File: config.mk
export PLATFORM = sky130hd
export DESIGN_NAME = xps2_tx
export DESIGN_NICKNAME = d
export VERILOG_FILES = /design/src/rtl/xps2_tx_pkg.sv /design/src/rtl/xps2_line_filter.sv /design/src/rtl/xps2_tx.sv
export SDC_FILE = /design/constraint.sdc
export NUM_CORES = 1
export LEC_CHECK = 0
export ABC_AREA = 0
export ABC_CLOCK_PERIOD_IN_PS = 3000
export BUFFER_PORTS_ARGS = -buffer_cell sky130_fd_sc_hd__buf_4
export CAP_MARGIN = 20
export CORE_ASPECT_RATIO = 0.7
export CORE_MARGIN = 10
export CORE_UTILIZATION = 60
export DETAILED_ROUTE_END_ITERATION = 8
export PLACE_DENSITY = 0.87
export SLEW_MARGIN = 20
export SYNTH_ARGS = -nofsm -noshare
export SYNTH_HDL_FRONTEND = slang
export SYNTH_SLANG_ARGS = --single-unit
File: constraint.sdc
create_clock -name clk -period 3 [get_ports clk]
set_input_delay 0.45 -clock clk [delete_from_list [all_inputs] [get_ports clk]]
set_output_delay 0.45 -clock clk [all_outputs]
set_load 0.1 [all_outputs]
File: src/rtl/xps2_tx_pkg.sv
// Shared definitions for the PS/2 host-to-device transmitter.
//   PS2_TX_BASE      : bus address of the transmitter register
//   STATUS_*_BIT     : bit positions in the status word returned on a read
//   TMO_W / EDGE_W   : widths of the timeout and falling-edge counters
//   state_e          : transmitter FSM state encoding
//   odd_parity()     : PS/2 frame parity bit for a data byte
package xps2_tx_pkg;

  localparam logic [15:0] PS2_TX_BASE     = 16'h0040;
  localparam int unsigned STATUS_BUSY_BIT = 0;
  localparam int unsigned STATUS_ERR_BIT  = 1;

  localparam int unsigned TMO_W  = 20;  // covers 15 ms at 50 MHz
  localparam int unsigned EDGE_W = 4;   // counts up to 11 falling edges

  typedef enum logic [2:0] {
    ST_IDLE       = 3'd0,
    ST_INHIBIT    = 3'd1,
    ST_RELEASE    = 3'd2,
    ST_WAIT_START = 3'd3,
    ST_BITS       = 3'd4,
    ST_ACK        = 3'd5,
    ST_WAIT_IDLE  = 3'd6,
    ST_ERROR      = 3'd7
  } state_e;

  // PS/2 uses odd parity: the parity bit makes the count of ones odd.
  function automatic logic odd_parity(input logic [7:0] b);
    return ~^b;
  endfunction

endpackage

File: src/rtl/xps2_line_filter.sv
// Conditions one raw PS/2 pad input.
//   clk, rst  : system clock, synchronous active-high reset
//   line_in   : raw pad value (asynchronous to clk)
//   filt_o    : synchronised value, changes only after FILTER_LEN stable cycles
//   fall_o    : one-cycle strobe coincident with filt_o going 1 -> 0
module xps2_line_filter #(
  parameter int unsigned FILTER_LEN = 8
) (
  input  logic clk,
  input  logic rst,
  input  logic line_in,
  output logic filt_o,
  output logic fall_o
);

  localparam int unsigned CNT_W = $clog2(FILTER_LEN + 1);

  logic [1:0]       sync_q;
  logic [CNT_W-1:0] cnt_q;
  logic             filt_q;
  logic             fall_q;

  // The idle PS/2 bus is high, so the synchroniser and filter start at 1
  // and no false falling edge is reported when reset is released.
  always_ff @(posedge clk) begin
    if (rst) begin
      sync_q <= 2'b11;
      cnt_q  <= '0;
      filt_q <= 1'b1;
      fall_q <= 1'b0;
    end else begin
      sync_q <= {sync_q[0], line_in};
      fall_q <= 1'b0;
      // Any return to the current filtered value restarts the stability count,
      // so pulses shorter than FILTER_LEN cycles never reach filt_o.
      if (sync_q[1] == filt_q) begin
        cnt_q <= '0;
      end else if (cnt_q == CNT_W'(FILTER_LEN - 1)) begin
        cnt_q  <= '0;
        filt_q <= sync_q[1];
        fall_q <= filt_q;
      end else begin
        cnt_q <= cnt_q + CNT_W'(1);
      end
    end
  end

  assign filt_o = filt_q;
  assign fall_o = fall_q;

endmodule

File: src/rtl/xps2_tx.sv
// PS/2 host-to-device transmitter: sends one command byte to the device.
//   clk, rst              : system clock, synchronous active-high reset
//   sel, we, data_in      : bus write of the command byte (accepted in IDLE only)
//   ps2_clk_in/_data_in   : raw pad values of PS2_CLK / PS2_DATA
//   ps2_clk_oe/_data_oe   : 1 = pull the open-drain line low
//   busy                  : frame in progress
//   done                  : one-cycle pulse on an acknowledged frame
//   err                   : sticky timeout / missing-ACK flag, cleared by the next write
//   rx_rst                : holds the PS/2 receiver in reset while we own the bus
module xps2_tx
  import xps2_tx_pkg::*;
#(
  parameter int unsigned INHIBIT_CYCLES = 5000,
  parameter int unsigned START_TIMEOUT  = 750000,
  parameter int unsigned FRAME_TIMEOUT  = 100000,
  parameter int unsigned FILTER_LEN     = 8
) (
  input  logic       clk,
  input  logic       rst,
  input  logic       sel,
  input  logic       we,
  input  logic [7:0] data_in,
  input  logic       ps2_clk_in,
  input  logic       ps2_data_in,
  output logic       ps2_clk_oe,
  output logic       ps2_data_oe,
  output logic       busy,
  output logic       done,
  output logic       err,
  output logic       rx_rst
);

  logic clk_filt, clk_fall, data_filt, unused_data_fall;

  xps2_line_filter #(.FILTER_LEN(FILTER_LEN)) u_clk_filter (
    .clk(clk), .rst(rst), .line_in(ps2_clk_in), .filt_o(clk_filt), .fall_o(clk_fall)
  );

  // Only the receiver needs edges on the data line.
  xps2_line_filter #(.FILTER_LEN(FILTER_LEN)) u_data_filter (
    .clk(clk), .rst(rst), .line_in(ps2_data_in), .filt_o(data_filt), .fall_o(unused_data_fall)
  );

  state_e            state_q, state_d;
  logic [TMO_W-1:0]  tmo_q, tmo_d;
  logic [EDGE_W-1:0] edge_q, edge_d;
  logic [8:0]        sh_q, sh_d;      // {parity, data}, bit0 is the next bit out
  logic clk_oe_q, clk_oe_d, data_oe_q, data_oe_d;
  logic busy_q, busy_d, done_q, done_d, err_q, err_d, rx_rst_q, rx_rst_d;
  logic go_error, frame_tmo;

  assign frame_tmo = (tmo_q == TMO_W'(FRAME_TIMEOUT - 1));

  always_comb begin
    // NOTE: every signal written here gets a default first, otherwise a path
    // that skips the assignment would infer a latch.
    state_d   = state_q;
    tmo_d     = tmo_q;
    edge_d    = edge_q;
    sh_d      = sh_q;
    clk_oe_d  = clk_oe_q;
    data_oe_d = data_oe_q;
    busy_d    = busy_q;
    done_d    = 1'b0;
    err_d     = err_q;
    rx_rst_d  = rx_rst_q;
    go_error  = 1'b0;

    unique case (state_q)
      ST_IDLE: begin
        if (sel && we) begin
          sh_d     = {odd_parity(data_in), data_in};
          err_d    = 1'b0;
          busy_d   = 1'b1;
          rx_rst_d = 1'b1;
          clk_oe_d = 1'b1;
          tmo_d    = '0;
          edge_d   = '0;
          state_d  = ST_INHIBIT;
        end
      end
      ST_INHIBIT: begin
        if (tmo_q == TMO_W'(INHIBIT_CYCLES - 1)) begin
          clk_oe_d  = 1'b0;
          data_oe_d = 1'b1;   // start bit
          state_d   = ST_RELEASE;
        end else begin
          tmo_d = tmo_q + TMO_W'(1);
        end
      end
      ST_RELEASE: begin
        tmo_d   = '0;
        state_d = ST_WAIT_START;
      end
      ST_WAIT_START: begin
        if (clk_fall) begin
          data_oe_d = ~sh_q[0];
          sh_d      = {1'b0, sh_q[8:1]};
          edge_d    = EDGE_W'(1);
          tmo_d     = '0;
          state_d   = ST_BITS;
        end else if (tmo_q == TMO_W'(START_TIMEOUT - 1)) begin
          go_error = 1'b1;
        end else begin
          tmo_d = tmo_q + TMO_W'(1);
        end
      end
      ST_BITS: begin
        if (frame_tmo) begin
          go_error = 1'b1;
        end else begin
          tmo_d = tmo_q + TMO_W'(1);
          if (clk_fall) begin
            edge_d = edge_q + EDGE_W'(1);
            // Edges 2..9 shift out data bits 1..7 then parity; edge 10 is the stop bit.
            if (edge_q == EDGE_W'(9)) begin
              data_oe_d = 1'b0;
              state_d   = ST_ACK;
            end else begin
              data_oe_d = ~sh_q[0];
              sh_d      = {1'b0, sh_q[8:1]};
            end
          end
        end
      end
      ST_ACK: begin
        if (frame_tmo) begin
          go_error = 1'b1;
        end else begin
          tmo_d = tmo_q + TMO_W'(1);
          if (clk_fall) begin
            if (!data_filt) begin
              edge_d  = edge_q + EDGE_W'(1);
              state_d = ST_WAIT_IDLE;
            end else begin
              go_error = 1'b1;
            end
          end
        end
      end
      ST_WAIT_IDLE: begin
        if (frame_tmo) begin
          go_error = 1'b1;
        end else begin
          tmo_d = tmo_q + TMO_W'(1);
          if (clk_filt && data_filt) begin
            done_d   = 1'b1;
            busy_d   = 1'b0;
            rx_rst_d = 1'b0;
            state_d  = ST_IDLE;
          end
        end
      end
      ST_ERROR: state_d = ST_IDLE;
      default:  state_d = ST_IDLE;
    endcase

    // Error outputs are set on the transition itself so the lines are
    // released on the very next edge.
    if (go_error) begin
      state_d   = ST_ERROR;
      clk_oe_d  = 1'b0;
      data_oe_d = 1'b0;
      err_d     = 1'b1;
      busy_d    = 1'b0;
      rx_rst_d  = 1'b0;
    end
  end

  // NOTE: sequential state is updated with non-blocking assignments only, so
  // every register samples the values from before this edge.
  always_ff @(posedge clk) begin
    if (rst) begin
      state_q   <= ST_IDLE;
      tmo_q     <= '0;
      edge_q    <= '0;
      sh_q      <= '0;
      clk_oe_q  <= 1'b0;
      data_oe_q <= 1'b0;
      busy_q    <= 1'b0;
      done_q    <= 1'b0;
      err_q     <= 1'b0;
      rx_rst_q  <= 1'b0;
    end else begin
      state_q   <= state_d;
      tmo_q     <= tmo_d;
      edge_q    <= edge_d;
      sh_q      <= sh_d;
      clk_oe_q  <= clk_oe_d;
      data_oe_q <= data_oe_d;
      busy_q    <= busy_d;
      done_q    <= done_d;
      err_q     <= err_d;
      rx_rst_q  <= rx_rst_d;
    end
  end

  assign ps2_clk_oe  = clk_oe_q;
  assign ps2_data_oe = data_oe_q;
  assign busy        = busy_q;
  assign done        = done_q;
  assign err         = err_q;
  assign rx_rst      = rx_rst_q;

endmodule

# After elaboration in Yosys (flattened, before gate mapping)
# Cells that the tools add are included.
# classes
add_sub_neg	4
multipliers	0
div	0
order_cmp	0
eq_ne	40
shift	0
muxes	56
bitwise_logic	5
n_reduce_logical	29
# ops
op	count
$mux 20	5
$pmux 20 s5	1
$mux 9	5
$mux 3	12
$mux 4	7
$pmux 9 s3	1
$ne 3x3->1 const B	8
$pmux 3 s8	1
$add 20x1->20 const B	1
$eq 20x13->1 const B	1
$eq 20x17->1 const B	1
$eq 20x20->1 const B	1
$ne 2x2->1 const B	10
$mux 1	19
$pmux 4 s4	1
$reduce_or 3->1	5
$add 4x1->4 const B	3
$eq 3x3->1 const B	4
$ne 3x2->1 const B	4
$reduce_and 11->1	1
$reduce_and 5->1	2
$eq 4x3->1 const B	2
$reduce_and 8->1	1
$reduce_bool 2->1	4
19 further kinds	34
# totals
regBits	56
latch_bits	0
ram_bits	0
romBits	0
out_inout_bits	6
n_memories	0

# Logic depth before layout (Yosys ltp)
# depth
word_depth	6
depth_mapped	9

# Modules after synthesis
# Synthesis repeated with hierarchy kept, for this count alone.
# unflattened
cells_unflattened	357
area_unflattened_um2	2992.9
# by_module_without_submodules
module	n_inst	cells_each	area_per_inst_um2
xps2_tx	1	303	2424.8
xps2_line_filter	2	27	284.0

# Worst setup path before layout
# No wires, ideal clock.
# synth_path
kind	register -> register
from	register tmo_q[19]
to	register data_oe_q, in the netlist ps2_data_oe
setup_ns	0.080
arrival_ns	2.109
required_ns	2.920
slack_ns	0.811
stages_incl_launch_ff	7
path_buffers	0
synth_period_minus_slack_ns	2.189
path_cell_list	dfxtp_1 or4_4 or4b_4 nor3_2 o21bai_1 a221o_1 a211oi_2
# synth_between
elab_chain_len	5
word_cells_on_any_way	12
cone_classes	eq/ne (5); mux (5); reduce/logical (2)
# synth_rtl
element	line	text
start, declared	xps2_tx.sv:45	logic [TMO_W-1:0] tmo_q, tmo_d;
start signal, assigned	xps2_tx.sv:186	tmo_q <= tmo_d;
$eq 20x20->1	xps2_tx.sv:102	end else if (tmo_q == TMO_W'(START_TIMEOUT - 1)) begin
$mux 1	xps2_tx.sv:102	
$mux 1	xps2_tx.sv:96	if (clk_fall) begin
$pmux 1 s3	xps2_tx.sv:69	unique case (state_q)
$reduce_or 2->1 (no line)	n/a	
end signal, assigned	xps2_tx.sv:190	data_oe_q <= data_oe_d;
end, declared	xps2_tx.sv:48	logic clk_oe_q, clk_oe_d, data_oe_q, data_oe_d;
# Parallel ways exist; a longest one is shown, timed or not.
# A chain may end at the register's enable or synchronous reset.

# Worst setup path after layout
# layout_path
from	register state_q[0]
to	register tmo_q[16]
# layout_between
elab_chain_len	4
word_cells_on_any_way	15
cone_classes	eq/ne (10); mux (1); reduce/logical (4)
# layout_rtl
element	line	text
start, declared	xps2_tx.sv:44	state_e state_q, state_d;
start signal, assigned	xps2_tx.sv:185	state_q <= state_d;
$eq 3x3->1	xps2_tx.sv:69	
$reduce_or 3->1 (no line)	n/a	
$reduce_bool 5->1 (no line) / $ne 2x2->1 (equally long branches)	n/a	
$reduce_and 5->1 (no line)	n/a	
# Parallel ways exist; a longest one is shown, timed or not.

==> summary.md <==
| Metric | Value |
|---|---|
| WP data required | 3.24 ns |
| Sequential fraction of the synthesis area | 0.367 |
| Final design utilization | 0.689 |
| Die Area | 0.00839 mm² |
| Synth-to-Final Area Change | 9.63% |
| Proportion of netlist area held by the largest area contributor | 0.367 |
| Main area contributors after synthesis | dfxtp_1 (37%), nor2_1 (4.8%), xnor2_1 (4.6%) |
| Antenna violations before repair | 0 |
| Via density | approximately 6.3 |
| Count of standard-cell rows | 21 |
| GRT Residual Overflow | 0 |
| Most frequent cells after synthesis | dfxtp_1 (56), nor2_1 (39), nand2_1 (35) |
| Peak fanout along the critical path | 15 |
| Worst Hold Class | primary input to flop |
| Max-Cap Viols | 0 |
| Count of port buffers added during placement | 19 |
| Highest clock frequency the design can meet | between 300 and 400 MHz |
| Antenna diode instance count | 0 |
| Portion of netlist area occupied by mux cells | 0.0328 |
| Setup violators final | 0 |
| Max Buffers Root-to-Sink | 2 |
| Routability Congestion | approximately 1.0 |
| Worst Clk Skew | 0.00597 ns |
| Initial drt markers | 418 |
| Mapped Avg Cell Area | 8.30 µm² |
| Basic-gate share of the synthesized area counting and, or, nand and nor cells | 0.316 |
| Reg-to-reg setup timing slack | between 0.4 and 0.5 ns |
| Average wire per cell in the routed design | 16.9 µm |
| Footprint of the flip-flops and latches | about 0.0011 mm² |
| Endpoint of the most critical register-to-register path | tmo_q[16] |
| Dominant register cell in the synthesized netlist | dfxtp_1 |
| Final number of max-transition violations | 0 |
| Headroom to the max-slew limit | 0.592 |
| Area of the multi-input gates | about 0.0018 mm² |
| Total setup buffers inserted after CTS | 0 |
| Global-route usage over all layers | 0.180 |
| Hold Path Sink | u_data_filter.sync_q[0] |
| Post-route cell area | between 0.003 and 0.004 mm² |
| Number of global-route vias before repair | 2,618 |
| Cells after Synth | 368 |
| Startpoint of the worst register-to-register path | state_q[0] |
| Critical Path Source Type | flop |
| Number of gates resized after cts | 0 |
| Post-route ant nets | 0 |
| Via count | ~2,800 |
| Post-synthesis async set-or-reset flop share | 0 |
| Synthesized Nets | just under 400 |
| Placed cell areas | 0.00325 mm² |
| Final layout net count | roughly 400 |
| Number of hold buffers added after cts | 0 |
| Cell at the root of the clock tree | clkbuf_8 |
| Number of warnings reported in the yosys synthesis log | 0 |
| Worst Reg-to-Reg Cells | 6 |
| Total detailed-routing wirelength | about 7700 µm |
| Kind of end point of the critical path | flop |
| # H-tree levels | 2 |
| Effective utilization at floorplan | 0.628 |
| Synth Area in Compound Gates | 0.167 |
| Worst Setup Slack post-DPL | between 0.5 and 0.6 ns |
| HPWL reported at the end of detailed placement | just under 6000 µm |
| Clock slew at reported path FFs | roughly 0.11 ns |
| Peak supply drop | 0.308 mV |
| Die Y | between 70 and 80 µm |
| Final Hold Violating Endpoints | 0 |
| Number of enable flip-flop cells after synthesis | 0 |
| Worst-Skew Late Latency | between 0.3 and 0.4 ns |
| Number of clock sinks | 56 |
| First-pass iteration count of the detailed router | 5 |
| Status | completed |
| Fraction of the mapped netlist area in adder cells | 0.0205 |
| Arrival time reported for the critical path endpoint | around 2.8 ns |
| Distinct cell type count of the synthesized netlist | 62 |
| Summed instance area of the synthesized netlist | 0.00305 mm² |
| Cell with the most instances after synthesis | dfxtp_1 |
| Dominant combinational cell family by area after synthesis | simple AND/OR/NAND/NOR gates |
| Count of cells along the worst hold path | 2 |
| FF+latch count, synth | between 50 and 60 |
| Actual slew at the worst max-slew pin | roughly 0.6 ns |
| Final Power | 0.00193 W |
| Wire length of the first global-routing pass | ~13,000 µm |
| Clock tree from TritonCTS | done |
| Final setup slack of the worst path | between 0.4 and 0.5 ns |
| Number of buffers inserted during clock tree synthesis | 5 |
| Number of inserted filler cells in the final layout | between 400 and 500 |
| Core footprint | approximately 0.0049 mm² |
| Fraction of layout cells with a size suffix above 1 | 0.141 |
| Setup repair after global routing missed its margin | no |
| Xor/xnor share of the synthesized area | 0.0574 |
| Setup TNS | 0 ns |
| Hold path startpoint | ps2_data_in |
| Biggest area consumer among synthesized cells | dfxtp_1 |
| Clock period minus worst slack | ~2.5 ns |
| Total power per unit cell area | around 580 mW/mm² |
| Number of primary I/O pins | 20 |
| Post-route DRC | 0 |
| Fraction of the cycle the final worst path needs | 0.838 |
| Reported leakage power | 1.17 nW |
| Crit path kind | flop to flop |
| Horizontal die dimension | 105 µm |
| Largest net degree at the start of global routing | 36 |
## power by group
part	internal, W	leakage [nW]	switching (W)
logic	0.000218	0.671	0.000369
registers	0.000819	0.455	0.0000742
clock network	0.000172	0.0463	0.000272
## cell usage in the layout (no fill, tap or decap), types with 3 or more instances in the layout
cell	count
dfxtp_1	56
a21oi_1	21
ha_1	5
nor3_1	14
nand2b_1	4
buf_4	25
and3_1	5
a31oi_1	6
xnor2_1	16
inv_1	11
o211ai_1	6
clkbuf_8	5
or3_1	10
nand3b_1	3
nor2_1	39
nor4_1	5
and2_1	3
a211oi_1	9
nand3_1	19
o21ai_0	15
nand2_1	35
or4_1	5
or2_2	5
nor4b_1	4
mux2i_1	10
xor2_1	4
## worst max-delay path: stages, from the launching register on
cell      delay, ns
dfxtp_1        0.63
nand2_1        0.18
or4_4          0.60
nor3_4         0.35
or2_1          0.38
nor2_4         0.06
a311oi_2       0.23
## cells by family (layout without fill, tap and decap cells)
| family | after synthesis | in the layout |
|---|---|---|
| multiplexers | 10 | 10 |
| AO/OA/AOI/OAI | 76 | 76 |
| flip-flops | 56 | 56 |
| XOR/XNOR | 20 | 20 |
| buffers and inverters | 28 | 44 |
| AND/OR/NAND/NOR | 173 | 173 |
| adder cells (fa/ha/maj) | 5 | 5 |
## stage by stage
stage / std cells / hold WS (ns)
final: 453 / 0.308
after global routing: 453 / 0.307
after CTS: 453 / 0.304
after detailed placement: 445 / 0.409
after global placement: 445 / 0.407
after floorplan: 368 / 0.389
## metal layers
metal | vias up | part of all wire | track usage
met5 | - | 0 | 0
met4 | 0 | 0.0078 | 0.0410
met3 | 10 | 0.095 | 0.0452
met2 | 145 | 0.42 | 0.260
met1 | 1322 | 0.47 | 0.261
li1 | 1367 | - | -
## sequential cells by signal (all words and copies together), names as in the netlist
name,flops
tmo_q,20
sh_q,9
edge_q,4
u_clk_filter.cnt_q,4
u_data_filter.cnt_q,4
state_q,3
u_clk_filter.sync_q,2
u_data_filter.sync_q,2
done,1
err,1
ps2_clk_oe,1
ps2_data_oe,1
rx_rst,1
u_clk_filter.fall_o,1
u_clk_filter.filt_o,1
u_data_filter.filt_o,1
## layout make-up
cell class	instances	area share
clock buffers	5	0.0206
clock inverters	3	0.00822
inverters	11	0.0123
multi-input cells	284	0.542
flip-flops and latches	56	0.335
well taps	69	0.0258
repair buffers	25	0.0561
## worst max-delay path by stage
stage / start / end / slack, ns / cells after the start
5_1_grt: state_q[0] / tmo_q[16] / 0.33 / 6
3_5_place_dp: state_q[0] / tmo_q[2] / 0.53 / 6
3_3_place_gp: state_q[0] / tmo_q[16] / 0.61 / 6
4_1_cts: tmo_q[7] / tmo_q[2] / 0.53 / 6
6_report: state_q[0] / tmo_q[16] / 0.49 / 6
2_1_floorplan: tmo_q[19] / ps2_data_oe / 0.81 / 6
Note: power is estimated with default switching activity, not from simulation.
